===== config.mk =====
export PLATFORM = sky130hd
export DESIGN_NAME = clock_ctrl
export DESIGN_NICKNAME = d
export VERILOG_FILES = /design/src/rtl/clock_ctrl.sv
export SDC_FILE = /design/constraint.sdc
export NUM_CORES = 1
export LEC_CHECK = 0
export CAP_MARGIN = 20
export CORE_MARGIN = 8
export CORE_UTILIZATION = 36
export CTS_CLUSTER_DIAMETER = 80
export DETAILED_ROUTE_END_ITERATION = 6
export PLACE_DENSITY = 0.67
export SLEW_MARGIN = 10
export SYNTH_ARGS = -nofsm -noshare
export SYNTH_HDL_FRONTEND = slang
export SYNTH_SLANG_ARGS = --single-unit

===== constraint.sdc =====
create_clock -name clk -period 1.6 [get_ports clk]
set_input_delay 0.16 -clock clk [delete_from_list [all_inputs] [get_ports clk]]
set_output_delay 0.16 -clock clk [all_outputs]
set_load 0.01 [all_outputs]

===== src/rtl/clock_ctrl.sv =====
// CPU clock sequencer: turns one free-running clk into a registered clock-enable
// for HALT / STEP / SLOW / RUN modes, with a debounced step button and a sticky halt latch.
module clock_ctrl #(
   parameter int DEBOUNCE_CYCLES = 4,
   parameter int SLOW_DIV        = 5,
   parameter int CNT_W           = 8
) (
   input  logic       clk,
   input  logic       reset,
   input  logic       btn_step,
   input  logic [1:0] mode,
   input  logic       halt_req,
   output logic       clk_en,
   output logic [1:0] mode_act,
   output logic       halted
);

   typedef enum logic [2:0] {
      S_HALT   = 3'd0,
      S_STEP   = 3'd1,
      S_SLOW   = 3'd2,
      S_RUN    = 3'd3,
      S_SWITCH = 3'd4
   } state_t;

   localparam logic [CNT_W-1:0] DB_LAST  = CNT_W'(DEBOUNCE_CYCLES - 1);
   localparam logic [CNT_W-1:0] DIV_LAST = CNT_W'(SLOW_DIV - 1);
   localparam logic [CNT_W-1:0] CNT_ONE  = CNT_W'(1);

   function automatic state_t mode_to_state(input logic [1:0] m);
      state_t s;
      case (m)
         2'b00:   s = S_HALT;
         2'b01:   s = S_STEP;
         2'b10:   s = S_SLOW;
         2'b11:   s = S_RUN;
         default: s = S_HALT;
      endcase
      return s;
   endfunction

   logic             sync1_q, sync1_d;
   logic             sync2_q, sync2_d;
   logic [CNT_W-1:0] db_cnt_q, db_cnt_d;
   logic             btn_db_q, btn_db_d;
   logic             step_pulse_q, step_pulse_d;
   state_t           state_q, state_d;
   logic [1:0]       mode_act_q, mode_act_d;
   logic             halted_q, halted_d;
   logic [CNT_W-1:0] div_q, div_d;
   logic             clk_en_q, clk_en_d;

   // Button synchronizer and debouncer; a level is accepted after DEBOUNCE_CYCLES mismatching samples.
   always_comb begin
      sync1_d  = btn_step;
      sync2_d  = sync1_q;
      db_cnt_d = '0;
      btn_db_d = btn_db_q;
      if (sync2_q != btn_db_q) begin
         if (db_cnt_q == DB_LAST) begin
            btn_db_d = sync2_q;
            db_cnt_d = '0;
         end else begin
            db_cnt_d = db_cnt_q + CNT_ONE;
         end
      end else begin
         db_cnt_d = '0;
      end
      step_pulse_d = btn_db_d & ~btn_db_q;
   end

   // Mode FSM: halt latch first, then the single idle SWITCH cycle between modes.
   always_comb begin
      state_d    = state_q;
      mode_act_d = mode_act_q;
      halted_d   = halted_q;
      if (halt_req) begin
         halted_d   = 1'b1;
         state_d    = S_HALT;
         mode_act_d = 2'b00;
      end else if (halted_q) begin
         state_d    = S_HALT;
         mode_act_d = 2'b00;
         if (mode == 2'b00) begin
            halted_d = 1'b0;
         end else begin
            halted_d = 1'b1;
         end
      end else begin
         case (state_q)
            S_SWITCH: begin
               state_d    = mode_to_state(mode);
               mode_act_d = mode;
            end
            S_HALT, S_STEP, S_SLOW, S_RUN: begin
               if (mode != mode_act_q) begin
                  state_d = S_SWITCH;
               end else begin
                  state_d = state_q;
               end
            end
            default: begin
               state_d    = S_HALT;
               mode_act_d = 2'b00;
            end
         endcase
      end
   end

   // Slow divider and clk_en decode; both look at the state being entered, so clk_en is glitch-free.
   always_comb begin
      div_d    = div_q;
      clk_en_d = 1'b0;
      if (state_d == S_SLOW) begin
         if (state_q != S_SLOW) begin
            div_d = '0;
         end else if (div_q == DIV_LAST) begin
            div_d = '0;
         end else begin
            div_d = div_q + CNT_ONE;
         end
      end else begin
         div_d = div_q;
      end
      case (state_d)
         S_RUN:   clk_en_d = 1'b1;
         S_STEP:  clk_en_d = step_pulse_q;
         S_SLOW:  clk_en_d = (div_d == DIV_LAST);
         default: clk_en_d = 1'b0;
      endcase
   end

   // State registers with synchronous active-low reset.
   always_ff @(posedge clk) begin
      if (!reset) begin
         sync1_q      <= 1'b0;
         sync2_q      <= 1'b0;
         db_cnt_q     <= '0;
         btn_db_q     <= 1'b0;
         step_pulse_q <= 1'b0;
         state_q      <= S_HALT;
         mode_act_q   <= 2'b00;
         halted_q     <= 1'b0;
         div_q        <= '0;
         clk_en_q     <= 1'b0;
      end else begin
         sync1_q      <= sync1_d;
         sync2_q      <= sync2_d;
         db_cnt_q     <= db_cnt_d;
         btn_db_q     <= btn_db_d;
         step_pulse_q <= step_pulse_d;
         state_q      <= state_d;
         mode_act_q   <= mode_act_d;
         halted_q     <= halted_d;
         div_q        <= div_d;
         clk_en_q     <= clk_en_d;
      end
   end

   assign clk_en   = clk_en_q;
   assign mode_act = mode_act_q;
   assign halted   = halted_q;

endmodule


## After elaboration in Yosys (flattened, before gate mapping)

Cells that the tools add are included.
W data, S select, Z words.

- Register bits after elaboration: 27
- Bits in latches: 0
- Memory bits (writable): 0
- Bits in read-only memories: 0
- Input bits: 6
- Output and inout bits: 4
- Logic and storage cells: 52
- Memories kept: 0

- Add/sub/neg operators: 2
- Multiply operators: 0
- Div/mod/pow operators: 0
- Magnitude comparators: 0
- Equal/unequal tests: 16
- Shift operators: 0
- Multiplexer cells: 15
- Bitwise gates (word level): 4
- Reductions and logical operators: 5

Operators by type and width:

| operator | count |
|---|---|
| $mux W8 | 3 |
| $add A8 B1 Y8 const B | 2 |
| $eq A8 B3 Y1 const B | 2 |
| $eq A3 B2 Y1 const B | 4 |
| $pmux W3 S4 | 1 |
| $mux W3 | 3 |
| $eq A8 B2 Y1 const B | 1 |
| $eq A3 B1 Y1 const B | 2 |
| $pmux W3 S2 | 1 |
| $reduce_or A3 Y1 | 2 |
| $mux W1 | 5 |
| $eq A2 B2 Y1 const B | 2 |
| $pmux W2 S2 | 1 |
| $reduce_or A4 Y1 | 1 |
| $eq A3 B3 Y1 const B | 1 |
| $logic_not A3 Y1 | 1 |
| $ne A3 B2 Y1 const B | 1 |
| $not A1 Y1 | 3 |
| $pmux W1 S3 | 1 |
| $eq A2 B1 Y1 const B | 1 |
| $logic_not A2 Y1 | 1 |
| $ne A2 B2 Y1 | 1 |
| $and A1 B1 Y1 | 1 |
| $ne A1 B1 Y1 | 1 |

## Depth between registers and ports, before layout

- Word-level depth: 9
- Gate-level depth with buffers: 7
- Gate-level depth less buffers: 7

## Least setup slack after synthesis

OpenSTA, ideal clock, no wires.

- Kind: reg2reg
- From: register state_q[0]
- To: register div_q[2]
- Library setup time: 70 ps
- Data arrival time: 1524 ps
- Setup slack: 6 ps
- Cell stages (with the launch flop): 6
- Path buffers: 0
- Clock period less this slack: 1594 ps
- Path through: dfxtp_1 -> nand3b_1 -> a311oi_4 -> o211ai_4 -> or3b_1 -> a21oi_1

- Longest elaborated chain between the ends: 7

Ends and longest elaborated chain:

| element | line | source |
|---|---|---|
| start, declared | 47 | `state_t state_q, state_d;` |
| start signal, assigned | 152 | `state_q <= state_d;` |
| $eq A3 B1 Y1, or another cell as far along | 90 | `case (state_q)` |
| $reduce_or A4 Y1 | 90 |  |
| $pmux W3 S2 | 90 |  |
| $mux W3 | 81 | `end else if (halted_q) begin` |
| $mux W3 | 77 | `if (halt_req) begin` |
| $eq A3 B2 Y1 | 114 | `if (state_d == S_SLOW) begin` |
| $mux W8 (*) | 114 |  |
| end signal, assigned | 155 | `div_q <= div_d;` |
| end, declared | 50 | `logic [CNT_W-1:0] div_q, div_d;` |

Mark *: on every way between the ends. The rest lies on a longest branch, timed or not.
A chain may end at the register's enable or synchronous reset.

## Final worst setup path

- From: register state_q[0]
- To: register div_q[7]

The elaborated chain is that of the path after synthesis.

==> results.cfg <==
[status]
status = finished clean

[die]
initial_core_util = 0.370
io_pins = 10
rows = 22
die_w_microns = 76.9
core_sq_mm = 0.00361
dieArea_sq_mm = 0.00591
die_y_microns = 76.9

[placement]
dpl_worst_slack_ns = -0.398
hpwl_microns = 2270
io_buffers = 9
gp_congestion = 0.859

[routing]
drt_iter0_markers = 63
firstDrtPassIters = 4
via_count = 1227
wl_microns = 3040
wl_per_cell_microns = 12.7
drc = 0
viasPerCell = 5.13
detail-route-antenna-nets = 0

[sta]
slew_headroom = 0.802
hold_viol = 0
finalCritPeriodShare = 0.983
rsz0062_at_grt = true
final.min_clock_period_ns = 1.57
hold_slack_ns = 0.354
setup_violations = 0
clock_skew_ns = 0.00105
fin_ws_ns = 0.0269
drv_slew = 0
fmax_ghz = 0.636
tightest_slew_ns = 0.297

[yosys]
post_synth_num_cell_types = 38
seq_area_frac_synth = 0.405
synth_area_per_cell_sq_um = 8.67
synth_area_sq_mm = 0.00134
syn-num-nets = 163
synth-seq-cells = 27
synth_top_area_cell = dfxtp_1
yosys_warnings = 0
netlist_instances = 154
yosys-top-cells-area = dfxtp_1 (40%), a21oi_1 (4.9%), nand3_1 (4.9%)
synth_top_area_frac = 0.405

[clock_tree]
path_clk_slew_ns = 0.10
h-tree-depth = 1
root_buffer = clkbuf_8
clk_latency_ns = 0.28
cts_tree = built
cts_buffers = 3
ctsLongestPathBuffers = 2
clock_sinks = 27
cts_hold_buf = 0

[pwr]
power.total_uw = 1200
power_density_mw_per_mm2 = 671
peakVddDrop_v = 0.000583
leakage_uw = 0.000648

[setup_path]
r2r-start = state_q[0]
critPathMaxFanout = 5
reg2reg_to = div_q[7]
r2r_setup_slack_ns = 0.03
end_kind = flip-flop
startpoint = state_q[0]
ff2ff_path_depth = 5
startpoint_type = flip-flop
crit_type = flip-flop to flip-flop
arrival_ns = 1.79
cp.required_ns = 1.82

[global_route]
grt.met2_usage = 0.185
grt_overflow = 0
grt_pass1_wl_microns = 5230
grt_use_total = 0.103
antenna_found_initial = 0
grt_pass1_vias = 1214
grt_start_max_net_pins = 18
grt_util_met1 = 0.113
busiest_layer = met2
gr-usage-met3 = 0.0361

[cells_and_area]
nFillCells = 344
syn_to_final_growth_pct = 33.8
num_antenna_cells = 0
nets = 201
drive_gt1_frac = 0.272

[min_path]
whs_endpoint = mode_act[1]
hp-class = primary input to flip-flop
hp-start = mode[1]
hold-path-cell-count = 4

[run]
drv_cap = 0
stage by stage:
stage / cells / utilization / area (sq um) / setup TNS [ns]
2_1_floorplan: 154 / - / 1340 / 0
3_3_place_gp: 232 / 0.457 / 1650 / -2.60
3_5_place_dp: 232 / 0.457 / 1650 / -3.27
4_1_cts: 237 / 0.480 / 1730 / 0
5_1_grt: 239 / 0.495 / 1790 / -0.260
6_report: 239 / 0.495 / 1790 / 0
per-layer routing:
layer  vias up  part of all wire
met3         9             0.045
met4         0             0.022
met1       578              0.42
met5         -                 0
li1        616                 -
met2        24              0.51
Yosys cell counts:
| library cell | n |
|---|---|
| a211oi_1 | 1 |
| a21oi_1 | 13 |
| a311oi_4 | 1 |
| a31oi_1 | 2 |
| a41oi_1 | 1 |
| and2_0 | 2 |
| and2_1 | 2 |
| and3_1 | 1 |
| and3b_1 | 1 |
| buf_4 | 1 |
| clkbuf_1 | 1 |
| dfxtp_1 | 27 |
| ha_1 | 3 |
| inv_1 | 6 |
| mux2i_1 | 3 |
| nand2_1 | 8 |
| nand2b_1 | 5 |
| nand3_1 | 13 |
| nand3b_1 | 2 |
| nand4b_1 | 2 |
| nand4bb_1 | 1 |
| nor2_1 | 17 |
| nor2b_1 | 2 |
| nor3_1 | 2 |
| nor3b_1 | 1 |
| nor3b_2 | 1 |
| nor4_1 | 1 |
| o2111ai_1 | 1 |
| o211ai_1 | 1 |
| o211ai_4 | 1 |
| o21a_2 | 1 |
| o21ai_0 | 9 |
| o21ai_1 | 2 |
| or2_2 | 2 |
| or3_1 | 5 |
| or3b_1 | 1 |
| xnor2_1 | 6 |
| xor2_1 | 5 |
state kept, by name, summed over array words and instances, names as in the netlist, 2 cells and up:
name	count
db_cnt_q	8
div_q	8
state_q	3
mode_act	2
cells in the final DEF (no fill, tap or decap), types with 4 or more instances in the layout:
cell / n
a21oi_1: 12
buf_4: 26
clkdlybuf4s50_1: 8
dfxtp_1: 22
dfxtp_2: 5
inv_1: 5
nand2_1: 8
nand2b_1: 4
nand3_1: 12
nor2_1: 17
o21ai_0: 7
or3_1: 4
xnor2_1: 5
xor2_1: 5
where the power goes:
group          internal (uW)  switching (uW)
registers                679            8.55
logic                   49.9            43.1
clock network            183             234
critical path, stage by stage, from the launching register on:
cell and delay (ns):
dfxtp_2 0.36, nand3b_1 0.21, a311oi_4 0.30, o211ai_4 0.15, or3_1 0.37, a21oi_1 0.13
worst max-delay path by stage:
stage                to  cells past startpoint
2_1_floorplan  div_q[2]                      5
3_3_place_gp     clk_en                      6
3_5_place_dp     clk_en                      6
4_1_cts        div_q[2]                      7
5_1_grt        div_q[5]                      8
6_report       div_q[7]                      5
cell families after synthesis:
kind of cell,count (synthesis),synth area share
buf+inv,8,0.0253
flops,27,0.405
simple gates,69,0.281
mux,3,0.0225
fa+ha+maj,3,0.0281
compound gates,33,0.166
xor+xnor,11,0.0722
area by class of cell:
cell class	instances	area [sq um]	area share
clock buffers	3	41.3	0.0231
clock inverters	1	8.76	0.00490
inverters	6	22.5	0.0126
multi-input cells	119	820	0.459
flip-flops and latches	27	547	0.306
well taps	48	60.1	0.0336
repair buffers	35	288	0.161
what timing repair did:
item	in CTS	in global routing
endpoints found under the setup margin	9	8
resized for setup	7	14
gates cloned	0	0
pin swaps	4	2
buffers inserted	1	2
Note: power is estimated with default switching activity, not from simulation.
